[src/rtl/binary_counter_mod_if.sv]
// Control/status bundle for binary_counter_mod: the master drives the count controls,
// and the slave (the counter) returns count and status.
interface binary_counter_mod_if #(
    parameter int WIDTH = 4
);
    logic             en;
    logic             up_dn;
    logic             load;
    logic [WIDTH-1:0] load_val;
    logic             ovf_clr;
    logic [WIDTH-1:0] count;
    logic             tc;
    logic             wrap;
    logic             ovf;

    modport master (
        output en, up_dn, load, load_val, ovf_clr,
        input  count, tc, wrap, ovf
    );

    modport slave (
        input  en, up_dn, load, load_val, ovf_clr,
        output count, tc, wrap, ovf
    );
endinterface

[src/rtl/binary_counter_mod.sv]
// Parametrised up/down modulo counter with clamped parallel load, terminal count, wrap pulse and sticky overflow.
// Defining BINARY_COUNTER_SAT_EN makes the counter saturate at its range limits instead of wrapping.
module binary_counter_mod #(
    parameter int WIDTH   = 4,
    parameter int MODULUS = 16
) (
    input  logic                  clk,
    input  logic                  rst_n,
    binary_counter_mod_if.slave   bus
);
    localparam logic [WIDTH-1:0] MAX_C  = WIDTH'(MODULUS - 1);
    localparam logic [WIDTH-1:0] ZERO_C = {WIDTH{1'b0}};
    localparam logic [WIDTH-1:0] ONE_C  = {{(WIDTH-1){1'b0}}, 1'b1};

    logic [WIDTH-1:0] count_r;
    logic             wrap_r;
    logic             ovf_r;
    logic [WIDTH-1:0] count_nxt_s;
    logic             ovf_nxt_s;
    logic             at_max_s;
    logic             at_min_s;
    logic             tc_s;
    logic             wrap_evt_s;

    // Terminal count and wrap-event detection from registered state and live inputs
    always_comb begin
        at_max_s   = (count_r == MAX_C);
        at_min_s   = (count_r == ZERO_C);
        tc_s       = bus.en & ((bus.up_dn & at_max_s) | (~bus.up_dn & at_min_s));
        wrap_evt_s = tc_s & ~bus.load;
    end

    // Next-count selection: load (clamped) beats counting, counting beats hold
    always_comb begin
        count_nxt_s = count_r;
        if (bus.load) begin
            if (bus.load_val > MAX_C) begin
                count_nxt_s = MAX_C;
            end else begin
                count_nxt_s = bus.load_val;
            end
        end else if (bus.en) begin
            if (bus.up_dn) begin
`ifdef BINARY_COUNTER_SAT_EN
                count_nxt_s = at_max_s ? MAX_C : (count_r + ONE_C);
`else
                count_nxt_s = at_max_s ? ZERO_C : (count_r + ONE_C);
`endif
            end else begin
`ifdef BINARY_COUNTER_SAT_EN
                count_nxt_s = at_min_s ? ZERO_C : (count_r - ONE_C);
`else
                count_nxt_s = at_min_s ? MAX_C : (count_r - ONE_C);
`endif
            end
        end else begin
            count_nxt_s = count_r;
        end
    end

    // Sticky overflow: a wrap event in the same cycle as a clear keeps the flag set
    always_comb begin
        ovf_nxt_s = ovf_r;
        if (wrap_evt_s) begin
            ovf_nxt_s = 1'b1;
        end else if (bus.ovf_clr) begin
            ovf_nxt_s = 1'b0;
        end else begin
            ovf_nxt_s = ovf_r;
        end
    end

    // State registers with synchronous active-low reset
    always_ff @(posedge clk) begin
        if (!rst_n) begin
            count_r <= ZERO_C;
            wrap_r  <= 1'b0;
            ovf_r   <= 1'b0;
        end else begin
            count_r <= count_nxt_s;
            wrap_r  <= wrap_evt_s;
            ovf_r   <= ovf_nxt_s;
        end
    end

    assign bus.count = count_r;
    assign bus.tc    = tc_s;
    assign bus.wrap  = wrap_r;
    assign bus.ovf   = ovf_r;
endmodule

[src/flat_wrapper.sv]
// flat-port wrapper written by rule: the top's interface ports become plain ports
module binary_counter_mod_flat 
#(
    parameter int WIDTH   = 4,
    parameter int MODULUS = 16
)
  (clk, rst_n, bus_en, bus_up_dn, bus_load, bus_load_val, bus_ovf_clr, bus_count, bus_tc, bus_wrap, bus_ovf);
  binary_counter_mod_if #(.WIDTH(WIDTH)) bus_i ();
  input  logic clk;
  input  logic rst_n;
  input wire logic [$bits(bus_i.en)-1:0] bus_en;
  input wire logic [$bits(bus_i.up_dn)-1:0] bus_up_dn;
  input wire logic [$bits(bus_i.load)-1:0] bus_load;
  input wire logic [$bits(bus_i.load_val)-1:0] bus_load_val;
  input wire logic [$bits(bus_i.ovf_clr)-1:0] bus_ovf_clr;
  output wire logic [$bits(bus_i.count)-1:0] bus_count;
  output wire logic [$bits(bus_i.tc)-1:0] bus_tc;
  output wire logic [$bits(bus_i.wrap)-1:0] bus_wrap;
  output wire logic [$bits(bus_i.ovf)-1:0] bus_ovf;
  assign bus_i.en = bus_en;
  assign bus_i.up_dn = bus_up_dn;
  assign bus_i.load = bus_load;
  assign bus_i.load_val = bus_load_val;
  assign bus_i.ovf_clr = bus_ovf_clr;
  assign bus_count = bus_i.count;
  assign bus_tc = bus_i.tc;
  assign bus_wrap = bus_i.wrap;
  assign bus_ovf = bus_i.ovf;
  binary_counter_mod #(.WIDTH(WIDTH), .MODULUS(MODULUS)) u_core (.clk(clk), .rst_n(rst_n), .bus(bus_i));
endmodule
[config.mk]
export PLATFORM = sky130hd
export DESIGN_NAME = binary_counter_mod_flat
export DESIGN_NICKNAME = d
export VERILOG_FILES = /design/src/rtl/binary_counter_mod_if.sv /design/src/rtl/binary_counter_mod.sv /design/src/flat_wrapper.sv
export SDC_FILE = /design/constraint.sdc
export NUM_CORES = 1
export LEC_CHECK = 0
export CAP_MARGIN = 40
export CORE_MARGIN = 2
export CORE_UTILIZATION = 30
export CTS_BUF_LIST = sky130_fd_sc_hd__clkbuf_2
export CTS_CLUSTER_DIAMETER = 150
export DETAILED_ROUTE_END_ITERATION = 16
export HOLD_SLACK_MARGIN = 0.1
export PLACE_DENSITY_LB_ADDON = 0.15
export SLEW_MARGIN = 20
export SYNTH_ARGS = -nofsm -noshare
export SYNTH_HDL_FRONTEND = slang
export SYNTH_SLANG_ARGS = --single-unit
export TNS_END_PERCENT = 5
[constraint.sdc]
create_clock -name clk -period 1.73 [get_ports clk]
set_input_delay 0.346 -clock clk [delete_from_list [all_inputs] [get_ports clk]]
set_output_delay 0.346 -clock clk [all_outputs]
set_load 0.02 [all_outputs]
* Word level (Yosys, flattened, before mapping)
Cells that the tools add are included.
** Word-level totals
- Logic and storage cells :: 25
- Bits in writable memories :: 0
- Register bits after elaboration :: 6
- Output and inout port bits :: 7
- Memories kept :: 0
- ROM bits :: 0
- Latch bits :: 0
** Cells by class
- $add $sub $neg :: 2
- Reduce and logical (&&, ||, !) cells :: 3
- Equal/unequal tests :: 1
- Multiply operators :: 0
- Shift operators :: 0
- Mux-type cells :: 8
- Bitwise operators :: 7
- Magnitude comparators :: 1
- Div/mod/pow operators :: 0
** Operators with widths (count)
- two-way mux 4 bit :: 6
- adder 4 x 1 -> 4 bit, second input constant :: 1
- AND 1 bit :: 4
- == test 4 bit, second input constant :: 1
- > comparator 4 bit, second input constant :: 1
- zero test 4 bit :: 1
- nonzero test 2 bit :: 2
- subtractor 4 x 1 -> 4 bit, second input constant :: 1
- two-way mux 1 bit :: 2
- NOT 1 bit :: 2
- bitwise OR 1 bit :: 1

* Logic depth before layout (Yosys ltp)
Gate-level depths: netlist of the first run.
- Word-level depth :: 6
- Mapped depth :: 6
- Gate-level depth less buffers :: 6

* Worst setup path after synthesis of the first run
OpenSTA, ideal clock, no wires.
- Path type :: flip-flop to output port
- From :: reg u_core.count_r[0] (netlist: u_core.bus.count[0])
- To :: out bus_tc
- Cell stages (with the launch flop) :: 7
- Required time :: 1.384 ns
- Slack :: -0.117 ns
- Path buffers :: 0
- Arrival :: 1.501 ns
- Path through :: dfxtp_1 inv_2 ha_1 or3b_2 o21ai_0 nand2_1 inv_1
** Between the ends
- Longest elaborated chain between the ends :: 4
** RTL lines
- start: declaration :: line binary_counter_mod.sv:15 : logic [WIDTH-1:0] count_r;
- start signal: assignment :: line binary_counter_mod.sv:80 : count_r <= count_nxt_s;
- == test 4 bit or zero test 4 bit (tied branches) :: line binary_counter_mod.sv:27, binary_counter_mod.sv:28
- AND 1 bit :: line binary_counter_mod.sv:29 : tc_s = bus.en & ((bus.up_dn & at_max_s) | (~bus.up_dn & at_min_s));
- bitwise OR 1 bit (*) :: line binary_counter_mod.sv:29
- AND 1 bit (*) :: line binary_counter_mod.sv:29
- end: declaration :: line flat_wrapper.sv:17 : output wire logic [$bits(bus_i.tc)-1:0] bus_tc;
Mark *: on every way between the ends. The rest lies on a longest branch, timed or not.

* Worst setup path after layout of the first run
- From :: in bus_up_dn
- To :: out bus_tc
** Between the ends
- Longest elaborated chain between the ends :: 4
** RTL lines
- start: declaration :: line flat_wrapper.sv:12 : input wire logic [$bits(bus_i.up_dn)-1:0] bus_up_dn;
- NOT 1 bit :: line binary_counter_mod.sv:29
- AND 1 bit :: line binary_counter_mod.sv:29
- bitwise OR 1 bit (*) :: line binary_counter_mod.sv:29
- AND 1 bit (*) :: line binary_counter_mod.sv:29
Marks and branches as above.

==> results.cfg, run 1 <==
[outcome]
status = complete, but fails checks
violations = negative setup slack

[die]
die_w_um = 40.31
die_y_um = 40.31
rows = 13
start_util_pct = 31.16
core_um2 = 1269
die_area_um2 = 1624
top_level_ports = 17

[yosys]
syn-num-nets = 61
ys_seq_area_share_pct = 30.38
synth_edf_count = 0
yosysTopAreaCell = dfxtp_1
synth-warning-count = 0
synth.distinct_cells = 27
ys.flop_type = dfxtp_1
avgSynthCellArea_um2 = 8.069
yosysTopAreaCellShare_pct = 30.38
syn_inst = 49
synth_seq_cells = 6
synth_area_um2 = 395.4
netlist_top_cells_count = dfxtp_1 (6), o21ai_0 (6), a21oi_1 (4), inv_1 (4), nand2_1 (4)
async_flop_share_pct = 0
synth.area.top_cells = dfxtp_1 (30%), o21ai_0 (7.6%), ha_1 (6.3%)

[worst_setup_path]
timing.rr.end = u_core.bus.count[3]
crit_required_ps = 1380
worst-path-buf-inv = 3
crit_end = bus_tc
crit_chain = clkdlybuf4s50_1 > or3b_4 > o21ai_2 > nand2_2 > inv_2 > buf_6
cp_slowest_cell = clkdlybuf4s50_1
worstSetupPathType = input port to primary output
arrival_ps = 1540
start_kind = input port
reg2reg_from = u_core.bus.count[0]
cp_max_fo = 2
ff2ff_path_depth = 7
crit_start = bus_up_dn
reg2reg_setup_slack_ps = 200
cp_top_family = buffers and inverters
endpoint_kind = primary output
path_depth = 6
slowest_delay_ps = 430

[clock_tree]
postCtsHoldBufs = 0
root_buffer = clkbuf_2
htree_levels = 1
cts_buffer_depth = 2
post-cts-setup-buffers = 0
cts_made_buffers = 3
cts.sinks = 6
cts.clk_slew.worst_paths_ps = 70
clock_latency_ps = 230
cts_tree = built

[finish]
stdcell_area_um2 = 685.7
diodes = 0
nets = 89
drive_gt1_share_pct = 31.58
syn2layout_area_growth_pct = 73.42

[sta]
worst_slack_ps = -157.9
tightest_slew_ps = 258.2
post-route-period-util_pct = 109.1
fin_worst_skew_ps = 6.721
setup_viol = 1
post-route-min-period_ps = 1888
hold_viol = 0
maxSlewHeadroom_pct = 82.60
maxSlewViolCount = 0
timing.fmax_ghz = 0.5297
rsz0062_at_grt = true
timing.hold.ws_ps = 509.7

[routing]
drt_iter0_markers = 6
vias = 448
drc = 0
wire_per_inst_um = 12.09
final_antenna_net_count = 0
drt-total-wl_mm = 1.100
vias_per_cell = 4.923
first_pass_iters = 4

[flow_run]
maxCapViolCount = 0

[power_and_ir_drop]
irDropWorstVdd_mv = 0.3860
leakage_nw = 0.3082
p_per_area_nw_per_um2 = 636.0

[placed_design]
placed_area_um2 = 635.6
place.gp.congestion = 0.7092
hpwl_um = 845.2
portBuffers = 16
preCtsSetupSlack_ps = -705.2

[global_routing]
grt_pass1_vias = 400
grt_max_degree = 9
antenna_found_initial = 0
grt.overflow.total = 0
grt_pass1_wl_mm = 1.676
grtUsageTotal_pct = 16.42

[worst_hold_path]
holdCritPathClass = flop to flop
-- stage by stage --
| stage | util (%) | cells | TNS (ps) | power, mW |
|---|---|---|---|---|
| floorplan | - | 49 | 0 | 0.2327 |
| global placement | 50.10 | 87 | -896.9 | 0.3052 |
| detailed placement | 50.10 | 87 | -854.1 | 0.3080 |
| CTS | 53.16 | 91 | -162.9 | 0.4365 |
| global route | 54.04 | 91 | -221.9 | 0.4594 |
| finish | 54.04 | 91 | -157.9 | 0.4360 |
-- where the power goes --
group / internal [mW] / switching (mW)
Clock: 0.0614 / 0.0581
Sequential: 0.147 / 0.00710
Combinational: 0.0886 / 0.0734
Total: 0.297 / 0.139
-- sequential cells by signal (all words and copies together), names as in the netlist --
signal,flops
u_core.bus.count,4
u_core.bus.ovf,1
u_core.bus.wrap,1
-- worst min path at each step --
stage                              start                  end  slack [ps]  cells after the start
after floorplan                    rst_n  u_core.bus.count[1]         470                      1
after detailed placement  u_core.bus.ovf       u_core.bus.ovf         480                      2
after CTS                 u_core.bus.ovf       u_core.bus.ovf         520                      2
after global placement    u_core.bus.ovf       u_core.bus.ovf         490                      2
final                     u_core.bus.ovf       u_core.bus.ovf         510                      2
after global routing      u_core.bus.ovf       u_core.bus.ovf         530                      2
-- timing repair --
item | 4_1_cts | 5_1_grt
pin swaps | 1 | 1
endpoints found under the setup margin | 1 | 3
resized for setup | 10 | 5
-- layout by cell type, fill, tap and decap left out, drive strengths merged --
cell type / instances
and2: 1
o21bai: 1
o31ai: 1
nand3: 1
mux2i: 1
ha: 2
clkbuf: 4
or3b: 1
nand3b: 1
buf: 9
inv: 5
nor3b: 1
mux2: 1
a21bo: 1
a21oi: 4
nor4b: 1
dfxtp: 6
a211oi: 1
nand4: 1
clkdlybuf4s50: 13
o21ai: 6
nor3: 1
xnor2: 2
nand2: 4
nor2: 2
dlymetal6s2s: 2
o311a: 1
a31oi: 1
or4: 1
-- per-layer routing --
layer	vias to the layer above	GRT usage, %	share of wire [%]
li1	232	-	-
met1	195	18.06	43
met2	17	28.63	49
met3	4	3.333	6.0
met4	0	10.00	2.6
met5	-	0	0
-- logic make-up after synthesis --
logic type,share of synthesized area [%]
AO/OA/AOI/OAI,26.27
XOR/XNOR,4.431
adder cells (fa/ha/maj),6.328
buffers and inverters,5.693
flip-flops,30.38
multiplexers,5.380
AND/OR/NAND/NOR,21.52
-- tightest hold or removal path, cell delays in order (launching register included) --
cell      delay [ps]
dfxtp_1          320
nand3b_1          70
o21ai_0           70
-- layout make-up --
| cell class | count | area [um2] |
|---|---|---|
| clock buffer | 4 | 20.02 |
| fill | 128 | 583.1 |
| inverter | 5 | 21.27 |
| multi-input combinational | 37 | 274.0 |
| sequential | 6 | 125.1 |
| tap | 15 | 18.77 |
| timing repair buffer | 24 | 226.5 |
No activity file was read; power rests on OpenSTA's default activity.
==> inputs of run 2 (changes only) <==
--- a/config.mk
+++ b/config.mk
@@ -10,6 +10,7 @@
 export CORE_UTILIZATION = 30
 export CTS_BUF_LIST = sky130_fd_sc_hd__clkbuf_2
 export CTS_CLUSTER_DIAMETER = 150
+export CTS_CLUSTER_SIZE = 14
 export DETAILED_ROUTE_END_ITERATION = 16
 export HOLD_SLACK_MARGIN = 0.1
 export PLACE_DENSITY_LB_ADDON = 0.15
==> results of run 2 <==
The final DEF is identical to that of run 1; final timing and power are the same.
==> inputs of run 3 (changes only) <==
--- a/config.mk
+++ b/config.mk
@@ -6,14 +6,15 @@
 export NUM_CORES = 1
 export LEC_CHECK = 0
 export CAP_MARGIN = 40
-export CORE_MARGIN = 2
-export CORE_UTILIZATION = 30
+export CORE_AREA = 2 2 39 41
 export CTS_BUF_LIST = sky130_fd_sc_hd__clkbuf_2
 export CTS_CLUSTER_DIAMETER = 150
 export CTS_CLUSTER_SIZE = 14
 export DETAILED_ROUTE_END_ITERATION = 16
+export DIE_AREA = 0 0 41 43
 export HOLD_SLACK_MARGIN = 0.1
 export PLACE_DENSITY_LB_ADDON = 0.15
+export RECOVER_POWER = 100
 export SLEW_MARGIN = 20
 export SYNTH_ARGS = -nofsm -noshare
 export SYNTH_HDL_FRONTEND = slang
==> results.cfg, run 3 (same netlist as run 1, synthesis figures left out) <==
[outcome]
status = complete, but fails checks
violations = negative setup slack

[die]
rows = 14
start_util_pct = 28.57
die_area_um2 = 1763
top_level_ports = 17
die_w_um = 41
die_y_um = 43
core_um2 = 1384

[worst_setup_path]
reg2reg_setup_slack_ps = 10
crit_required_ps = 1380
endpoint_kind = primary output
cp_max_fo = 2
arrival_ps = 1510
worstSetupPathType = flop to primary output
ff2ff_path_depth = 10
start_kind = flop

[sta]
post-route-period-util_pct = 107.5
worst_slack_ps = -130.5
tns_ps = -130.5
timing.fmax_ghz = 0.5375
post-route-min-period_ps = 1861
rsz0062_at_grt = true
fin_worst_skew_ps = 15.00
setup_viol = 1
hold_viol = 0
maxSlewViolCount = 0
maxSlewHeadroom_pct = 83.38
timing.hold.ws_ps = 498.3
tightest_slew_ps = 245.9

[routing]
vias = 466
final_antenna_net_count = 0
drt_iter0_markers = 16
vias_per_cell = 4.804
wire_per_inst_um = 11.11
drt-total-wl_mm = 1.078
drc = 0
first_pass_iters = 4

[global_routing]
grt_max_degree = 9
antenna_found_initial = 0
grt.overflow.total = 0
grtUsageTotal_pct = 15.88
grt_pass1_vias = 428
grt_pass1_wl_mm = 1.883

[placed_design]
hpwl_um = 771
placed_area_um2 = 636.9
portBuffers = 16
place.gp.congestion = 0.7254

[finish]
stdcell_area_um2 = 740.7
final_common_cell = clkdlybuf4s50_1
nets = 94
diodes = 0
syn2layout_area_growth_pct = 87.34
drive_gt1_share_pct = 38.27
largest_reg_flops = 4
final_cell_mix = clkdlybuf4s50_1 (12), buf_4 (10)

[worst_hold_path]
holdCritPathClass = flop to flop
holdPathStages = 2

[clock_tree]
htree_levels = 1
cts_made_buffers = 3
cts_tree = built
cts.sinks = 6
postCtsHoldBufs = 0
cts.clk_slew.worst_paths_ps = 70
root_buffer = clkbuf_2
clock_latency_ps = 240
cts_buffer_depth = 2

[power_and_ir_drop]
p_per_area_nw_per_um2 = 606.5
irDropWorstVdd_mv = 0.2833
finalPower_uw = 449.3
leakage_nw = 0.3384

[flow_run]
maxCapViolCount = 0
run 3: path summary, 6_finish.rpt:
check,startpoint,endpoint
min reg2reg,u_core.bus.ovf,u_core.bus.ovf
min,u_core.bus.ovf,u_core.bus.ovf
max,u_core.bus.count[0],bus_tc
max reg2reg,u_core.bus.count[0],u_core.bus.ovf
run 3: stage by stage:
stage / util (%) / setup WS [ps] / std cells
after detailed placement: 46.02 / -715.0 / 88
after global placement: 46.02 / -717.2 / 88
after floorplan: - / 23.71 / 49
after CTS: 52.53 / -148.2 / 97
final: 53.53 / -130.5 / 97
after global routing: 53.53 / -235.6 / 97
run 3: final cells by class:
class,instances,area (um2)
clock buffer,4,20.02
multi-input combinational,37,280.3
fill,128,643.1
timing repair buffer,29,274.0
tap,16,20.02
inverter,5,21.27
sequential,6,125.1
run 3: what timing repair did:
action,CTS,global route
pin swaps,4,2
resized for setup,17,5
setup buffers,5,0
endpoints found under the setup margin,1,5
run 3: layer usage:
layer	GRT usage, %	vias up	share of wire [%]
li1	-	244	-
met3	4.712	4	5.9
met5	0	-	0
met1	20.65	204	44
met2	21.88	14	48
met4	10.00	0	2.1
run 3: report_power, final:
part	switching (mW)	leakage (nW)	internal (mW)
clock network	0.0561	0.0166	0.0613
registers	0.00777	0.0504	0.148
logic	0.0762	0.271	0.100
run 3: worst max-delay path, cell delays in order (launching register included):
cell and delay (ps):
dfxtp_4 350, inv_4 50, ha_4 110, or3b_4 380, o21ai_2 130, nand2_2 80
inv_2 60, buf_6 110
